===== config.mk =====
export PLATFORM = sky130hd
export DESIGN_NAME = prim_clock_sel_ctrl
export DESIGN_NICKNAME = d
export VERILOG_FILES = /design/src/rtl/prim_clock_sel_ctrl.sv
export SDC_FILE = /design/constraint.sdc
export NUM_CORES = 1
export LEC_CHECK = 0
export CAP_MARGIN = 20
export CORE_ASPECT_RATIO = 0.6
export CORE_MARGIN = 2
export CORE_UTILIZATION = 40
export DETAILED_ROUTE_END_ITERATION = 10
export PLACE_DENSITY = 0.67
export SLEW_MARGIN = 30
export SYNTH_ARGS = -nofsm -noshare
export SYNTH_HDL_FRONTEND = slang
export SYNTH_SLANG_ARGS = --single-unit

===== constraint.sdc =====
create_clock -name clk_i -period 2.5 [get_ports clk_i]
set_input_delay 0.375 -clock clk_i [delete_from_list [all_inputs] [get_ports clk_i]]
set_output_delay 0.375 -clock clk_i [all_outputs]
set_load 0.02 [all_outputs]

===== src/rtl/prim_clock_sel_ctrl.sv =====
// Clock-switch sequencer that drives the select of the downstream 2:1 clock mux.
// Define PRIM_CLOCK_SEL_CTRL_LOCK_SYNC_EN to pass lock_i through a 2-flop synchronizer.
module prim_clock_sel_ctrl #(
  parameter int unsigned GateCycles   = 4,
  parameter int unsigned SettleCycles = 8,
  parameter int unsigned LockTimeout  = 1024,
  parameter logic        ResetSel     = 1'b0
) (
  input  logic clk_i,
  input  logic rst_i,
  input  logic req_valid_i,
  input  logic req_sel_i,
  output logic req_ready_o,
  input  logic lock_i,
  output logic sel_o,
  output logic clk_en_o,
  output logic busy_o,
  output logic done_o,
  output logic err_o
);

  localparam int unsigned MaxGS    = (GateCycles > SettleCycles) ? GateCycles : SettleCycles;
  localparam int unsigned MaxCount = (LockTimeout > MaxGS) ? LockTimeout : MaxGS;
  localparam int unsigned CntW     = $clog2(MaxCount + 1);

  localparam logic [CntW-1:0] LockLast   = CntW'(LockTimeout - 1);
  localparam logic [CntW-1:0] GateLast   = CntW'(GateCycles - 1);
  localparam logic [CntW-1:0] SettleLast = CntW'(SettleCycles - 1);

  typedef enum logic [2:0] {
    IDLE      = 3'd0,
    WAIT_LOCK = 3'd1,
    GATE      = 3'd2,
    SWITCH    = 3'd3,
    SETTLE    = 3'd4
  } state_e;

  state_e          state_q;
  logic [CntW-1:0] cnt_q;
  logic            tgt_q;
  logic            sel_q;
  logic            clk_en_q;
  logic            ready_q;
  logic            busy_q;
  logic            done_q;
  logic            err_q;
  logic            lock_s;

`ifdef PRIM_CLOCK_SEL_CTRL_LOCK_SYNC_EN
  logic lock_meta_q;
  logic lock_sync_q;

  // Two-flop synchronizer for the asynchronous lock indication.
  always_ff @(posedge clk_i) begin
    if (rst_i) begin
      lock_meta_q <= 1'b0;
      lock_sync_q <= 1'b0;
    end else begin
      lock_meta_q <= lock_i;
      lock_sync_q <= lock_meta_q;
    end
  end

  assign lock_s = lock_sync_q;
`else
  assign lock_s = lock_i;
`endif

  // Sequencer: every output is a register updated alongside the state.
  always_ff @(posedge clk_i) begin
    if (rst_i) begin
      state_q  <= IDLE;
      cnt_q    <= '0;
      tgt_q    <= ResetSel;
      sel_q    <= ResetSel;
      clk_en_q <= 1'b1;
      ready_q  <= 1'b1;
      busy_q   <= 1'b0;
      done_q   <= 1'b0;
      err_q    <= 1'b0;
    end else begin
      done_q <= 1'b0;
      err_q  <= 1'b0;
      unique case (state_q)
        IDLE: begin
          if (req_valid_i && ready_q) begin
            tgt_q <= req_sel_i;
            if (req_sel_i == sel_q) begin
              done_q <= 1'b1;
            end else begin
              state_q <= WAIT_LOCK;
              cnt_q   <= '0;
              ready_q <= 1'b0;
              busy_q  <= 1'b1;
            end
          end
        end
        WAIT_LOCK: begin
          // Lock is checked first so it wins over a coincident timeout.
          if (lock_s) begin
            state_q  <= GATE;
            cnt_q    <= '0;
            clk_en_q <= 1'b0;
          end else if (cnt_q == LockLast) begin
            state_q <= IDLE;
            cnt_q   <= '0;
            ready_q <= 1'b1;
            busy_q  <= 1'b0;
            err_q   <= 1'b1;
          end else begin
            cnt_q <= cnt_q + CntW'(1);
          end
        end
        GATE: begin
          if (cnt_q == GateLast) begin
            state_q <= SWITCH;
            cnt_q   <= '0;
          end else begin
            cnt_q <= cnt_q + CntW'(1);
          end
        end
        SWITCH: begin
          sel_q   <= tgt_q;
          state_q <= SETTLE;
          cnt_q   <= '0;
        end
        SETTLE: begin
          if (cnt_q == SettleLast) begin
            state_q  <= IDLE;
            cnt_q    <= '0;
            clk_en_q <= 1'b1;
            ready_q  <= 1'b1;
            busy_q   <= 1'b0;
            done_q   <= 1'b1;
          end else begin
            cnt_q <= cnt_q + CntW'(1);
          end
        end
        default: begin
          state_q  <= IDLE;
          cnt_q    <= '0;
          clk_en_q <= 1'b1;
          ready_q  <= 1'b1;
          busy_q   <= 1'b0;
        end
      endcase
    end
  end

  assign req_ready_o = ready_q;
  assign sel_o       = sel_q;
  assign clk_en_o    = clk_en_q;
  assign busy_o      = busy_q;
  assign done_o      = done_q;
  assign err_o       = err_q;

endmodule


==> run summary, run 1 <==
In this run the critical register-to-register path is launched from state_q[2]. The synthesized design spends more area on one cell type than any other, namely dfxtp_1. During I/O placement, the number of pins put on the boundary was 11. The count of pins over their slew limit is 0. For this design, the slowest cell found on the critical path is or4b_4. The count of buffers inserted at the top-level ports is 10. Counting both buffers and inverters, the worst setup path holds a total of 1. The total grt overflow is 0. The synthesized design contains 0 enable-type register cells. Counting the buffers created by CTS gives 3. By count the netlist is led by dfxtp_1 (21), nand2_1 (14), nor2_1 (11). The global placer's final weighted congestion is 0.884. Once the clock tree was built, the setup fixing pass inserted 0 buffers. For this run, design rule violations remaining after detail routing come to 0.

The family of cells with the greatest summed delay on the critical path is simple AND/OR/NAND/NOR gates. The transition time of the tightest slew-check pin is 0.508 ns. Traced cell by cell, the critical path runs through clkdlybuf4s50_1, or4b_4, a41oi_4, a21oi_2, or3_1, a31oi_1.

In this run the mean area of a mapped cell was 8.76 µm². The largest net degree at the start of global routing came out at 13. The count of H-tree levels built during CTS is 1. The required time of the worst setup path is 2.68 ns. The overall die width is 73.4 µm. The async set or reset register ratio after synthesis is 0%. The largest incremental delay on the critical path is 0.54 ns. The core region is 2820 µm². The via count of the first global-routing pass is 855. The largest buffer count on any clock path came out at 2. The power per standard cell area is 679 nW/µm². The post-synth design cell area is 1160 µm².

The total power of the final layout is 0.899 mW. The TritonCTS clock tree is built. The final setup TNS is 0 ns.

The clock root buffer is clkbuf_8. The effective utilization at floorplan is 41.1%. The fraction of post-synthesis cell area in the top cell type by area came out at 36.4%. The number of distinct library cells after synthesis came out at 49. The total of fill cells in the finished design is 290. The detailed-placement wirelength estimate came out at 1920 µm. The wire length after detailed routing is 2590 µm.

The run finished with clean final reports. The number of antenna diodes came out at 0. The mean number of vias per cell is 5.84. In this run the static leakage power is 0.479 nW. In the synthesized netlist the dominant register cell turns out to be dfxtp_1. Global routing used 15.8% of the available tracks across all layers. The share of the clock period used by the worst path came out at 81.9%. The worst clock skew came out at 0.00220 ns. The synthesis-stage register bit count is 21.

Setup violations remaining at the end of the flow were counted as 0. The total area of sequential cells came out at 420 µm². The post-detailed-route wirelength per cell is 14.6 µm. The smallest hold slack came out at 0.511 ns. In this run the critical register-to-register path is captured at cnt_q[3]. Across the run, the number of max-cap violations was 0.

The setup slack of the most critical reg-to-reg path is 0.50 ns. The die footprint came out at 3350 µm². The area growth from synthesis to final layout came out at 14.5%. The startpoint identified for the worst hold timing path is tgt_q.

The count of nets left with antenna violations once routing finished came out at 0. The number of nets produced by synthesis is 138. The source-to-sink clock delay at the later pin of the worst-skew pair came out at 0.26 ns. STA classifies the critical path endpoint as a flop.

Along the worst path, the maximum fanout reaches 4. The via count came out at 1033. For this run, the detailed router's first-pass iteration total came to 4. The post-layout net count came out at 150. The ratio of cells with drive above 1 in the final layout is 11.9%. The highest ir drop seen on vdd came out at 0.470 mV.

The cell area reported after detailed placement is 1280 µm². The final critical delay including setup and external delays came out at 2.05 ns. The area used by multi-input combinational logic came out at 673 µm². The sort of element at the start of the critical path is an input pin.

The cell total after placement came out at 173. The clock input transition at the sequential cells of the worst setup and hold paths came out at 0.08 ns. After synthesis, the cell types taking the most area are dfxtp_1 (36%), nand2_1 (4.5%), nor2_1 (3.6%). The cell count after synthesis came out at 132. The worst hold path stage count is 2. The cell with the most instances after synthesis is dfxtp_1.

For this run, the top clock speed supported by timing is 488 MHz. The first global-routing pass estimated 3990 µm of wire. Data on the critical path arrives at its endpoint at 2.23 ns. The critical path is of the in2reg type.

The worst min-delay path class is reg2reg. For hold timing, the worst endpoint is sel_o. The worst pin sits at a relative slew slack of 65.9%. The count of endpoints failing hold in the final timing report was 0. The area of all placed cells without fillers came out at 1320 µm².

The initial antenna violation count is 0. The number of cells on the worst reg-to-reg path came out at 6. The number of rows created at floorplan is 15. The share of the Yosys chip area taken by registers is 36.4%. After clock tree synthesis, the flow added hold-fix buffers numbering 0. Setup repair after global routing left no endpoint under its margin. The number of standard cells in the final layout excluding fillers is 177.

For this block, the initial DRC count from the detailed router was 114. The count of cells resized by post-cts repair is 0. The die is 45.6 µm tall.

The total number of yosys warnings came out at 0. For this design, the sink count on the clock tree is 21.
[where the power goes]
group / switching, mW / internal (mW) / total (mW) / leakage [nW]
Sequential: 0.0248 / 0.362 / 0.387 / 0.170
Combinational: 0.168 / 0.121 / 0.289 / 0.283
Clock: 0.113 / 0.111 / 0.224 / 0.0255
Total: 0.305 / 0.594 / 0.899 / 0.479
[placed cells by master, fill, tap and decap left out, types with 4 or more instances in the layout]
| cell | synthesis | layout |
|---|---|---|
| dfxtp_1 | 21 | 21 |
| nand2_1 | 14 | 14 |
| nor2_1 | 11 | 11 |
| clkdlybuf4s50_1 | 0 | 10 |
| nand3_1 | 7 | 7 |
| nand4_1 | 5 | 5 |
| a31oi_1 | 5 | 5 |
| xnor2_1 | 4 | 4 |
| a21oi_1 | 4 | 4 |
| buf_4 | 3 | 4 |
[stage by stage]
stage	worst slack, ns	utilization (%)
finish	0.452	47.0
global route	0.390	47.0
CTS	0.473	47.0
detailed placement	0.202	45.4
global placement	0.272	45.4
floorplan	0.711	-
[per-layer routing]
metal | vias up | global-route usage [%] | routed length [µm]
li1 | 519 | - | -
met1 | 481 | 23.0 | 1380
met2 | 29 | 22.7 | 1080
met3 | 4 | 4.87 | 117
met4 | 0 | 3.64 | 17
met5 | - | 0 | 0
[cells by family (layout without fill, tap and decap cells)]
| logic type | count (synthesis) | in the layout | share of synthesized area (%) |
|---|---|---|---|
| adders and majority gates | 1 | 1 | 1.08 |
| DFF | 21 | 21 | 36.4 |
| buffers and inverters | 10 | 21 | 5.41 |
| and+or+nand+nor | 60 | 60 | 28.6 |
| xor gates and xnor gates | 6 | 6 | 4.55 |
| muxes | 3 | 3 | 2.71 |
| AOI/OAI and AO/OA | 31 | 31 | 21.3 |
[registers in the layout, summed over array words and instances, names as in the netlist]
register,cells
clk_en_o,1
sel_o,1
tgt_q,1
err_o,1
cnt_q,11
state_q,3
busy_o,1
req_ready_o,1
done_o,1
[final cells by class]
class                   count  area share, %
clock buffers               3           3.12
clock inverters             1          0.378
inverters                   3          0.851
multi-input cells         101           50.9
flip-flops and latches     21           31.8
well taps                  34           3.21
repair buffers             14           9.83
[worst min-delay path, stage by stage (launching register included)]
cell and delay (ns):
dfxtp_1 0.33, mux2i_1 0.07, nor2_1 0.08
[how the worst max path moves through the flow]
stage | startpoint | cells after the start | slack (ns) | endpoint
4_1_cts | lock_i | 6 | 0.47 | cnt_q[9]
3_5_place_dp | lock_i | 6 | 0.20 | cnt_q[9]
5_1_grt | lock_i | 6 | 0.39 | cnt_q[9]
6_report | lock_i | 6 | 0.45 | cnt_q[9]
3_3_place_gp | lock_i | 6 | 0.27 | cnt_q[7]
2_1_floorplan | state_q[1] | 5 | 0.71 | cnt_q[8]
Power figures use the tool's default switching activity.
==> run 2: changes to the inputs <==
- clock period: 2.5 -> 2.07 ns (I/O delays scaled with it)
==> run 2 against run 1 <==
- clock skew is 0.0032 ns higher
- first-iteration DRC count is 52% lower
- combinational power is 40% higher
- highest routed layer unchanged
- largest cell class unchanged
- cell count is 6.2% higher
- largest power group unchanged
- clock-buffer cell count stayed put
==> run summary, run 2 (same netlist as run 1, synthesis figures left out) <==
The flow ran to the end, and the final reports show no timing, DRC or antenna violations. The cell internal power dissipation was 0.764 mW (+29%). The area used by multi-input combinational logic is 673 µm² (unchanged).

The via count of the first global-routing pass is 954 (+12%). The wire length after detailed routing is 2800 µm (+7.9%). The area of the core was 2820 µm² (unchanged). The ratio of cells with drive above 1 in the final layout is 18.2% (+6.3 points). The die footprint came out at 3350 µm² (unchanged).

The number of clock sinks is 21 (unchanged). The worst-path maximum fanout came out at 6 (+2). The register containing the most flip-flops in the final layout is cnt_q. The fraction of met2 tracks used by global routing came out at 25.2% (+2.5 points). The net switching component of the power came out at 0.387 mW (+27%). The detailed-placement wirelength estimate was 2100 µm (+9.4%). The largest registers in the layout are cnt_q (11), state_q (3). In this run the worst setup path begins at cnt_q[0]. The count of cells resized by post-cts repair is 0 (unchanged). The largest buffer count on any clock path came out at 2 (unchanged).

The number of logic stages on the critical path including buffering came out at 6 (unchanged). The quantity of hold-fixing buffers added after cts came out at 0 (unchanged). The clock input transition at the sequential cells of the worst setup and hold paths is 0.08 ns (about the same). The worst clock skew came to 0.00537 ns (+0.00318 ns). The number of flip-flops in the largest register came to 11 (unchanged). The share of the clock period used by the worst path came out at 91.1%. The via count came out at 1063 (+2.9%). The cell area reported after detailed placement is 1360 µm² (+6.5%). The residual antenna-violating net count after detailed routing is 0 (unchanged). STA classifies the critical path startpoint as a flop. The global-route wire length before repair came to 4530 µm (+13%). The mean number of vias per cell came out at 5.65 (-3.1%).

The leading cell type in the layout, fill and taps excluded is dfxtp_1. The area of all placed cells without fillers is 1410 µm² (+6.2%). The post-detailed-route wirelength per cell is 14.9 µm (+1.6%). In the layout the commonest cells are dfxtp_1 (21), buf_4 (15), nand2_1 (14). The number of rows created at floorplan is 15 (unchanged). The buffers plus inverters on the worst setup path came out at 1 (unchanged).

The total setup violations reported at the end of the flow is 0 (unchanged). The number of iterations in the first detailed-routing pass came to 4 (unchanged). The final setup TNS was 0 ns (unchanged). The overall die width is 73.4 µm (unchanged). The part of the power in combinational logic came out at 35.3% (+3.2 points). The number of antenna diodes came to 0 (unchanged). The post-layout net count is 161 (+7.3%). Timing would allow up to 530 MHz. The met1 track demand over resource came out at 26.0% (+3.0 points). The effective utilization at floorplan is 41.1% (unchanged). The required time of the worst setup path is 2.23 ns (-0.45 ns).

Clock tree synthesis selected as its root buffer the cell clkbuf_8. The met3 usage in global routing came to 4.87% (unchanged). The max-capacitance violation count is 0 (unchanged). Among cell families on the critical path, the largest total delay comes from compound AO/OA/AOI/OAI gates. The number of post-CTS setup repair buffers came out at 0 (unchanged).

The total global routing track utilization is 17.8% (+2.1 points). The sequential share of power was 40.5% (-2.5 points). The highest ir drop seen on vdd came out at 0.416 mV (-12%). Setup repair after global routing left no endpoint under its margin. The total of fill cells in the finished design is 270 (-6.9%). The worst setup path is captured at a flop. The leakage power of the design came out at 0.533 nW (+11%). The count of H-tree levels built during CTS is 1 (unchanged). The initial antenna violation count was 0 (unchanged). The largest incremental delay on the critical path came out at 0.38 ns (-0.16 ns). The count of endpoints failing hold in the final timing report came out at 0 (unchanged). The startpoint of the lowest-slack hold path is tgt_q. The clock network fraction of total power is 24.2% (-0.7 points). The smallest hold slack was 0.484 ns (-0.0269 ns). The global placer's final weighted congestion is 0.778 (-12%).

The count of buffers inserted at the top-level ports came out at 10 (unchanged). The remaining design rule violation count is 0 (unchanged). The power per standard cell area came out at 818 nW/µm² (+20%). The launch instance of the worst register-to-register path is cnt_q[0]. The number of CTS-inserted buffers is 3 (unchanged). The transition time of the tightest slew-check pin came out at 0.438 ns (-0.0694 ns). The count of pins over their slew limit was 0 (unchanged). The total area of sequential cells came out at 420 µm² (unchanged).

The number of design-rule violations left by the first detailed-router iteration is 55 (-52%). The y dimension of the die came to 45.6 µm (unchanged). The TritonCTS clock tree is built.

The source-to-sink clock delay at the later pin of the worst-skew pair is 0.27 ns (about the same). The total power of the final layout is 1.15 mW (+28%). The area growth from synthesis to final layout came out at 21.6%. The worst hold path stage count was 2 (unchanged). The final critical delay including setup and external delays came out at 1.89 ns. The largest net degree at the start of global routing is 14 (+1). The number of primary I/O pins is 11 (unchanged). For this design, the slowest cell found on the critical path is dfxtp_1.

The min-delay analysis places its worst path in the category reg2reg. The worst setup path is of the reg2reg kind. The total grt overflow came out at 0 (unchanged). The worst path arrival time came to 2.05 ns (-0.18 ns). The most used routing layer in global routing is met1. The number of cells on the worst reg-to-reg path is 6 (unchanged).

Traced cell by cell, the critical path runs through ha_1, and4_2, a41oi_4, buf_4, a21o_1, a32o_1. The net switching share of the total power is 33.6% (-0.34 points). The worst slew margin relative to its limit is 70.5% (+4.7 points).
[run 2: power by group through the flow]
| stage | clock network [mW] | registers (mW) | logic, mW |
|---|---|---|---|
| global route | 0.301 | 0.470 | 0.438 |
| floorplan | 0 | 0.482 | 0.233 |
| CTS | 0.288 | 0.465 | 0.402 |
| global placement | 0 | 0.474 | 0.392 |
| finish | 0.279 | 0.466 | 0.406 |
| detailed placement | 0 | 0.474 | 0.402 |
[run 2: worst paths after layout]
check / endpoint / slack, ns
min: tgt_q / 0.48
max: cnt_q[3] / 0.18
max reg2reg: cnt_q[3] / 0.18
min reg2reg: tgt_q / 0.48
[run 2: stage by stage]
| step | utilization [%] | instances | setup slack [ns] |
|---|---|---|---|
| final | 50.0 | 188 | 0.184 |
| after global routing | 50.0 | 188 | 0.0728 |
| after CTS | 50.0 | 188 | 0.208 |
| after detailed placement | 48.3 | 184 | -0.0777 |
| after global placement | 48.3 | 184 | -0.0378 |
| after floorplan | - | 132 | 0.281 |
[run 2: cell type report]
cell class,count,area share [%]
Clock buffer,3,2.94
Clock inverter,1,0.356
Inverter,3,0.801
Multi-Input combinational cell,101,47.9
Sequential cell,21,29.9
Tap cell,34,3.02
Timing Repair Buffer,25,15.1
[run 2: layer usage]
| layer | vias up | share of wire (%) |
|---|---|---|
| li1 | 538 | - |
| met3 | 2 | 4.6 |
| met1 | 498 | 53 |
| met5 | - | 0 |
| met4 | 0 | 0.86 |
| met2 | 25 | 42 |
[run 2: worst min-delay path: cells and delay by family, from the launching register on]
family | cells | cell delay, ns
flip-flops | 1 | 0.31
AO/OA/AOI/OAI | 2 | 0.13
